### config.mk
export PLATFORM = sky130hd
export DESIGN_NAME = regfile_wb_arbiter
export DESIGN_NICKNAME = d
export VERILOG_FILES = /design/src/rtl/regfile_pkg.sv /design/src/rtl/rr_arbiter.sv /design/src/rtl/regfile_wb_arbiter.sv
export SDC_FILE = /design/constraint.sdc
export NUM_CORES = 1
export LEC_CHECK = 0
export CAP_MARGIN = 40
export CORE_UTILIZATION = 42
export CTS_CLUSTER_DIAMETER = 120
export CTS_CLUSTER_SIZE = 8
export DETAILED_ROUTE_END_ITERATION = 8
export GPL_TIMING_DRIVEN = 0
export PLACE_DENSITY_LB_ADDON = 0.15
export SETUP_SLACK_MARGIN = 0.2
export SLEW_MARGIN = 0
export SYNTH_ARGS = -nofsm -noshare
export SYNTH_HDL_FRONTEND = slang
export SYNTH_SLANG_ARGS = --single-unit
### constraint.sdc
create_clock -name clk -period 6.84 [get_ports clk]
set_input_delay 1.368 -clock clk [delete_from_list [all_inputs] [get_ports clk]]
set_output_delay 1.368 -clock clk [all_outputs]
set_load 0.01 [all_outputs]
### src/rtl/regfile_pkg.sv
// Shared widths and types for the register-file writeback path.
// Used by regfile_wb_arbiter and its round-robin arbiter.
package regfile_pkg;

  localparam int REG_ADDR_W     = 5;
  localparam int REG_DATA_W     = 32;
  localparam int CONFLICT_CNT_W = 16;

  localparam logic [REG_ADDR_W-1:0] REG_ZERO = 5'd0;

  typedef struct packed {
    logic                  valid;
    logic [REG_ADDR_W-1:0] addr;
    logic [REG_DATA_W-1:0] data;
  } wb_req_t;

endpackage

### src/rtl/rr_arbiter.sv
// Round-robin arbiter: one-hot grant, scan starts at the pointer.
// The pointer moves past the winner; it holds when nothing is granted.
module rr_arbiter #(
  parameter int N = 3
) (
  input  logic         clk,
  input  logic         rst_n,
  input  logic         en,
  input  logic [N-1:0] req,
  output logic [N-1:0] grant
);

  localparam int PW = (N > 1) ? $clog2(N) : 1;

  logic [PW-1:0] ptr;
  logic [PW-1:0] ptr_nxt;
  logic          found;

  // Pick the first valid requester at or after the pointer.
  always_comb begin
    grant   = '0;
    ptr_nxt = ptr;
    found   = 1'b0;
    for (int k = 0; k < N; k++) begin
      if (!found && en && rst_n &&
          req[(int'(ptr) + k) % N]) begin
        grant[(int'(ptr) + k) % N] = 1'b1;
        ptr_nxt = PW'((int'(ptr) + k + 1) % N);
        found   = 1'b1;
      end
    end
  end

  // Advance the pointer past the granted requester.
  always_ff @(posedge clk or negedge rst_n) begin
    if (!rst_n) begin
      ptr <= '0;
    end else if (found) begin
      ptr <= ptr_nxt;
    end
  end

endmodule

### src/rtl/regfile_wb_arbiter.sv
// Shares the register-file write port among NREQ writeback sources.
// Optional REGFILE_WB_FWD_EN adds write-to-read forwarding outputs.
import regfile_pkg::*;

module regfile_wb_arbiter #(
  parameter int NREQ   = 3,
  parameter int DATA_W = REG_DATA_W,
  parameter int ADDR_W = REG_ADDR_W
) (
  input  logic                       clk,
  input  logic                       rst_n,
  input  logic                       hold,
  input  logic [NREQ-1:0]            req_valid,
  input  logic [NREQ*ADDR_W-1:0]     req_reg,
  input  logic [NREQ*DATA_W-1:0]     req_data,
  output logic [NREQ-1:0]            req_ready,
  output logic                       wr_en,
  output logic [ADDR_W-1:0]          wr_reg,
  output logic [DATA_W-1:0]          wr_data,
  output logic [CONFLICT_CNT_W-1:0]  conflict_cnt
`ifdef REGFILE_WB_FWD_EN
  ,
  input  logic [ADDR_W-1:0]          rd_reg1,
  input  logic [ADDR_W-1:0]          rd_reg2,
  input  logic [DATA_W-1:0]          rf_data1,
  input  logic [DATA_W-1:0]          rf_data2,
  output logic [DATA_W-1:0]          fwd_data1,
  output logic [DATA_W-1:0]          fwd_data2
`endif
);

  logic [NREQ-1:0]   grant;
  logic              any_grant;
  logic [ADDR_W-1:0] sel_reg;
  logic [DATA_W-1:0] sel_data;
  logic              multi;

  rr_arbiter #(
    .N (NREQ)
  ) u_arb (
    .clk   (clk),
    .rst_n (rst_n),
    .en    (~hold),
    .req   (req_valid),
    .grant (grant)
  );

  assign req_ready = grant;
  assign any_grant = |grant;
  assign multi     = |(req_valid & (req_valid - 1'b1));

  // One-hot mux of the granted request's index and data.
  always_comb begin
    sel_reg  = '0;
    sel_data = '0;
    for (int i = 0; i < NREQ; i++) begin
      if (grant[i]) begin
        sel_reg  = sel_reg  | req_reg[i*ADDR_W +: ADDR_W];
        sel_data = sel_data | req_data[i*DATA_W +: DATA_W];
      end
    end
  end

  // Register the write port; $zero writes load but never enable.
  always_ff @(posedge clk or negedge rst_n) begin
    if (!rst_n) begin
      wr_en   <= 1'b0;
      wr_reg  <= '0;
      wr_data <= '0;
    end else if (any_grant) begin
      wr_en   <= (sel_reg != ADDR_W'(REG_ZERO));
      wr_reg  <= sel_reg;
      wr_data <= sel_data;
    end else begin
      wr_en   <= 1'b0;
    end
  end

  // Saturating count of cycles with two or more requests.
  always_ff @(posedge clk or negedge rst_n) begin
    if (!rst_n) begin
      conflict_cnt <= '0;
    end else if (multi && (conflict_cnt != '1)) begin
      conflict_cnt <= conflict_cnt + 1'b1;
    end
  end

`ifdef REGFILE_WB_FWD_EN
  // Bypass the pending write onto matching read ports.
  always_comb begin
    fwd_data1 = rf_data1;
    fwd_data2 = rf_data2;
    if (wr_en && (wr_reg == rd_reg1) &&
        (rd_reg1 != ADDR_W'(REG_ZERO))) begin
      fwd_data1 = wr_data;
    end
    if (wr_en && (wr_reg == rd_reg2) &&
        (rd_reg2 != ADDR_W'(REG_ZERO))) begin
      fwd_data2 = wr_data;
    end
  end
`endif

endmodule

* Word-level counts from Yosys, hierarchy flattened
Index checks and enable logic that the tools add are counted.
** Word-level totals
- ROM bits :: 0
- Input bits :: 117
- Memories :: 0
- RAM bits :: 0
- Bits in latches :: 0
- Register bits after elaboration :: 56
** Operators by class
- Shifts and indexed selects :: 0
- Eq/ne operators :: 1
- Multiplexer cells :: 31
- Div/mod/pow operators :: 5
- Bitwise operators :: 8
- $mul :: 0
- Reduce and logical (&&, ||, !) cells :: 19
- $lt $le $gt $ge :: 6
- $add $sub $neg :: 6
** Operators by type and width (number)
- $mod 32x3->32 const B :: 4
- $ge 32x1->1 const B :: 3
- $lt 32x4->1 const B :: 3
- $mux 32 :: 3
- $add 32x2->32 const B :: 2
- $or 32x32->32 :: 2
- $mod 3x3->32 const B :: 1
- $add 16x1->16 const B :: 1
- $ne 16x16->1 const B :: 1
- $mux 5 :: 3
- $mux 1 :: 13
- $logic_and 1x1->1 :: 12
- $or 5x5->5 :: 2
- $mux 3 :: 3
- $bmux 1 s2 :: 3
- $demux 1 s2 :: 3
- $mux 2 :: 3
- $or 3x3->3 :: 2
- $reduce_or 3->1 :: 2
- $reduce_bool 5->1 :: 1
- $add 2x1->3 const B :: 1
- $add 2x2->3 const B :: 1
- $and 3x3->3 :: 1
- $reduce_bool 3->1 :: 1
- other kinds (4) :: 5

* Depth between registers and ports, before layout
- Depth after elaboration :: 23
- Depth in mapped cells :: 11
- Depth with buffers taken out :: 8

* Hierarchy
Synthesis repeated with hierarchy kept, for this count alone.
** Second synthesis, totals
- Cell total of the unflattened synthesis :: 291
- Area, all modules :: 2905.3 um^2
** By module, submodules not included
- regfile_wb_arbiter :: instances 1, area each 2551.2 um^2, cells each 248, sequential area each 1351.3 um^2
- rr_arbiter :: instances 1, area each 354.1 um^2, cells each 43, sequential area each 50.0 um^2

* Worst setup path after synthesis
Ideal clock, no wire load.
- Path type :: in2out
- Start :: in req_valid[2]
- End :: out req_ready[1]
- Setup slack :: 2960 ps
- Data arrival time :: 2512 ps
- Path buffers :: 1
- Required time :: 5472 ps
- Cell stages on the path :: 5
- Cells stage by stage :: mux2i_1 -> a311o_1 -> o21ai_2 -> a221oi_2 -> clkbuf_1
** On the way
- Word-level cells in the longest chain between the ends :: 15
- Elaborated cells between the ends (all ways) :: 25
- Those cells by class :: mux: 14; bitwise: 2; reduce/logical: 9
** Ends and longest elaborated chain
- start: declaration :: line regfile_wb_arbiter.sv:13 : input logic [NREQ-1:0] req_valid,
- $bmux 1 s2 :: line rr_arbiter.sv:26 : req[(int'(ptr) + k) % N]) begin
- $mux 1 (not written as such) (2 in a row) :: line rr_arbiter.sv:26
- $logic_and 1x1->1 :: line rr_arbiter.sv:25 : if (!found && en && rst_n &&
- $mux 1 :: line rr_arbiter.sv:25
- $logic_not 1->1 :: line rr_arbiter.sv:25
- $logic_and 1x1->1 (3 in a row) :: line rr_arbiter.sv:25
- $mux 1 :: line rr_arbiter.sv:25
- $logic_not 1->1 :: line rr_arbiter.sv:25
- $logic_and 1x1->1 (3 in a row) :: line rr_arbiter.sv:25
- $mux 3 * :: line rr_arbiter.sv:25
- end: declaration :: line regfile_wb_arbiter.sv:16 : output logic [NREQ-1:0] req_ready,
Every way passes the cells marked *; elsewhere a longest branch is shown, timed or not. The select of a mux whose other input is x is not followed.

* Final worst setup path
Ends and elaborated chain as after synthesis.

==> impl_results.rst <==
.. list-table::
   :header-rows: 1

   * - Metric
     - Value
   * - Synthesized area
     - 0.00312 sq mm
   * - Total count of hold-check failures in the final report
     - 0
   * - Pin slew with the least headroom to its limit
     - 0.565 ns
   * - Die Outline Area
     - 0.00778 sq mm
   * - Path type of the worst min-delay path
     - reg2reg
   * - Total clock buffers created by CTS
     - 5
   * - # H-tree levels
     - 2
   * - Post-Synth Adder-Cell Area
     - 2.33%
   * - Cell repeated most along the worst path
     - sky130_fd_sc_hd__clkdlybuf4s50_1
   * - Cell area power density
     - 350 mW/mm^2
   * - Max Root-Sink Buffers
     - 2
   * - Number of endpoints failing setup at the final stage
     - 0
   * - Final global-route overflow total
     - 0
   * - Drt first-iter violations
     - 219
   * - Pleak
     - 0.00207 uW
   * - Synthesized netlist cell count
     - 291
   * - Simple-gate area share of the yosys netlist
     - 8.99%
   * - Number of detailed-routing iterations run before antenna repair
     - 7
   * - Post-CTS setup buffer count
     - 0
   * - Share of Yosys cell area claimed by the top area cell type
     - 44.9%
   * - CP cell instances
     - clkdlybuf4s50_1, mux2i_1, a311o_1, o21ai_2, a221oi_2, clkbuf_1, clkdlybuf4s50_1
   * - Number of instances in the placed design
     - 564
   * - I/O Buffers
     - 173
   * - Cell with the biggest individual delay on the critical path
     - sky130_fd_sc_hd__clkdlybuf4s50_1
   * - Number of nets in the final layout
     - 594
   * - Area taken by flip-flops and latches
     - 0.00140 sq mm
   * - Highest achievable clock rate
     - 184 MHz
   * - Routed WL per cell
     - 16.6 microns
   * - Starting density of the core
     - 43.2%
   * - Multi-input gate area in the final layout
     - 0.00142 sq mm
   * - VDD IR-drop max
     - 0.200 mV
   * - Number of nets produced by synthesis
     - 413
   * - Drc violations
     - 0
   * - Site row count
     - 31
   * - Kind of end point of the critical path
     - output port
   * - Top area cells in the synthesized netlist
     - sky130_fd_sc_hd__dfrtp_1, sky130_fd_sc_hd__mux2i_1, sky130_fd_sc_hd__a222oi_1, sky130_fd_sc_hd__inv_1, sky130_fd_sc_hd__xnor2_1
   * - Final-layout setup total negative slack
     - 0 ns
   * - Number of synthesized flops with an enable pin
     - 0
   * - Worst slew margin relative to its limit
     - 62.3%
   * - Clock sink count
     - 56
   * - Max reg flops
     - 32
   * - Time the worst path needs with I/O delays and setup
     - 5.42 ns
   * - Final Total Pwr
     - 1790 uW
   * - Synth async-reset ratio
     - 100%
   * - Pre-CTS setup slack
     - 1.43 ns
   * - Result of the run
     - completed
   * - Buf/Inv on CP
     - 3
   * - Number of antenna cells inserted
     - 0
   * - Core utilization of the finished layout
     - 70.7%
   * - Clock root buffer master
     - sky130_fd_sc_hd__clkbuf_8
   * - Post-route setup slack
     - 1.42 ns
   * - Wire length of the first global-routing pass
     - 14300 microns
   * - Data required time at the worst endpoint
     - 5.47 ns
   * - Later-pin clock latency in the skew report
     - 0.30 ns
   * - Number of different library cells in the post-synthesis netlist
     - 48
   * - Yosys reg bits
     - 56
   * - Sequential fraction of the synthesis area
     - 44.9%
   * - CTS tree
     - yes
   * - Number of buffers inserted by hold repair at cts
     - 0
   * - Worst Setup Path Type
     - in2out
   * - DR vias
     - 3092
   * - Main synth FF type
     - sky130_fd_sc_hd__dfrtp_1
   * - Per-cell via count in the routed design
     - 5.41
   * - Core region area
     - 0.00721 sq mm
   * - Count of yosys warnings during synthesis
     - 0
   * - Half-perimeter wire length after detailed placement
     - 7450 microns
   * - Die height
     - 88.2 microns
   * - Antenna Violating Nets Remaining
     - 0
   * - FILL cells
     - 584
   * - Routability Congestion
     - 0.848
   * - Aggregate routed wire length
     - 9500 microns
   * - Synthesized-area fraction occupied by ao, oa, aoi and oai cells
     - 17.7%
   * - Number of gates resized after cts
     - 0
   * - Slowest Stage Delay on Critical Path
     - 0.64 ns
   * - Clock slew seen by the registers of the worst setup and hold paths
     - 0.10 ns
   * - Initial antenna violation count
     - 0
   * - Combinational family with the most area after synthesis
     - compound AO/OA/AOI/OAI gates
   * - Vias in the first global route
     - 3003
   * - Unrepaired setup endpoints after global routing
     - false
   * - Total Routing Usage GR
     - 24.1%
   * - Worst endpoint data arrival time
     - 4.05 ns
   * - Area growth from synthesis to layout
     - 63.5%
   * - Fraction of final layout cells with drive strength greater than 1
     - 5.50%
   * - Final cell count without fillers
     - 572
   * - Max capacitance violation total
     - 0
   * - Post-route clock period utilization
     - 79.3%
   * - Horizontal extent of the die
     - 88.2 microns
   * - Fraction of synthesized cell area in xor and xnor cells
     - 4.21%
   * - Pins Over Slew Limit
     - 0
   * - Average footprint of a synthesized cell
     - 10.7 sq um
   * - Number of ports placed on the die boundary
     - 174
   * - Layout Skew
     - 0.0119 ns
   * - Library cell with the largest summed area after synthesis
     - sky130_fd_sc_hd__dfrtp_1
   * - Dominant delay contributor by cell family on the critical path
     - buffers and inverters
   * - Pin count of the biggest net entering global routing
     - 39
   * - Multiplexer area fraction after synthesis
     - 12.2%
   * - Crit path launch type
     - input pin
   * - Largest fanout on the critical path
     - 10
[synth_stat cells (all sizes together) (2+ instances only)]
cell	n
buf	12
and2	2
ha	5
a222oi	36
and4	2
mux2i	37
nor4	3
nand4	7
dfrtp	56
nand2b	3
a21oi	3
nand3	7
xor2	2
nor2	6
clkbuf	9
a221oi	3
o21ai	9
o211ai	2
nor3	2
nand2	10
inv	43
and3	2
xnor2	13
[where the power goes]
group	internal [uW]	leakage (uW)	switching, uW
logic	550	0.00127	474
clock network	111	0.0000558	107
registers	459	0.000744	84.5
[final timing paths]
path	depth (start not counted)	slack [ns]	to	startpoint
max	7	1.42	req_ready[1]	req_valid[2]
max reg2reg	10	3.84	wr_data[15]$_DFFE_PN0P_	u_arb.ptr[1]$_DFFE_PN0P_
min in group asynchronous	1	1.03	wr_data[9]$_DFFE_PN0P_	rst_n
max in group asynchronous	2	5.24	conflict_cnt[9]$_DFFE_PN0P_	rst_n
min reg2reg	1	0.51	conflict_cnt[10]$_DFFE_PN0P_	conflict_cnt[10]$_DFFE_PN0P_
min	1	0.51	conflict_cnt[10]$_DFFE_PN0P_	conflict_cnt[10]$_DFFE_PN0P_
[routing by layer]
metal	vias to the layer above	GRT usage, %	wire length (microns)
li1	1448	-	-
met1	1517	29.2	3670
met2	116	43.1	4970
met3	11	5.18	736
met4	0	6.45	131
met5	-	0	0
[area by class of cell]
class	instances	share of cell area, %
Buffer	21	2.72
Clock buffer	6	1.42
Clock inverter	2	0.760
Inverter	43	3.16
Multi-Input combinational cell	171	27.8
Sequential cell	56	27.5
Tap cell	99	2.43
Timing Repair Buffer	174	34.2
[logic make-up (layout without fill, tap and decap cells)]
kind of cell	after synthesis	count (layout)
adder cells (fa/ha/maj)	6	6
multiplexers	38	38
AO/OA/AOI/OAI	62	62
XOR/XNOR	15	15
buffers and inverters	64	246
flip-flops	56	56
AND/OR/NAND/NOR	50	50
[per-stage QoR]
| step | hold slack, ns | cell area [sq um] |
|---|---|---|
| 6_report | 0.512 | 5100 |
| 3_5_place_dp | 0.490 | 4990 |
| 3_3_place_gp | 0.485 | 4970 |
| 4_1_cts | 0.513 | 5100 |
| 5_1_grt | 0.539 | 5100 |
| 2_1_floorplan | 0.506 | 3120 |
[cells in the final DEF, fill, tap and decap left out, types with 2 or more instances in the layout]
master	n
sky130_fd_sc_hd__clkbuf_8	5
sky130_fd_sc_hd__dfrtp_1	56
sky130_fd_sc_hd__and2_1	2
sky130_fd_sc_hd__inv_1	43
sky130_fd_sc_hd__o21ai_1	5
sky130_fd_sc_hd__clkdlybuf4s50_1	172
sky130_fd_sc_hd__and3_1	2
sky130_fd_sc_hd__nand2b_1	3
sky130_fd_sc_hd__buf_6	2
sky130_fd_sc_hd__xor2_1	2
sky130_fd_sc_hd__nor4_1	3
sky130_fd_sc_hd__a21oi_1	3
sky130_fd_sc_hd__and4_1	2
sky130_fd_sc_hd__ha_1	5
sky130_fd_sc_hd__a221oi_1	2
sky130_fd_sc_hd__o21ai_0	3
sky130_fd_sc_hd__nand3_1	7
sky130_fd_sc_hd__clkbuf_1	10
sky130_fd_sc_hd__nand2_1	10
sky130_fd_sc_hd__nand4_1	7
sky130_fd_sc_hd__nor2_1	6
sky130_fd_sc_hd__mux2i_1	37
sky130_fd_sc_hd__a222oi_1	36
sky130_fd_sc_hd__buf_2	8
sky130_fd_sc_hd__buf_12	3
sky130_fd_sc_hd__xnor2_1	13
Power figures use the tool's default switching activity.
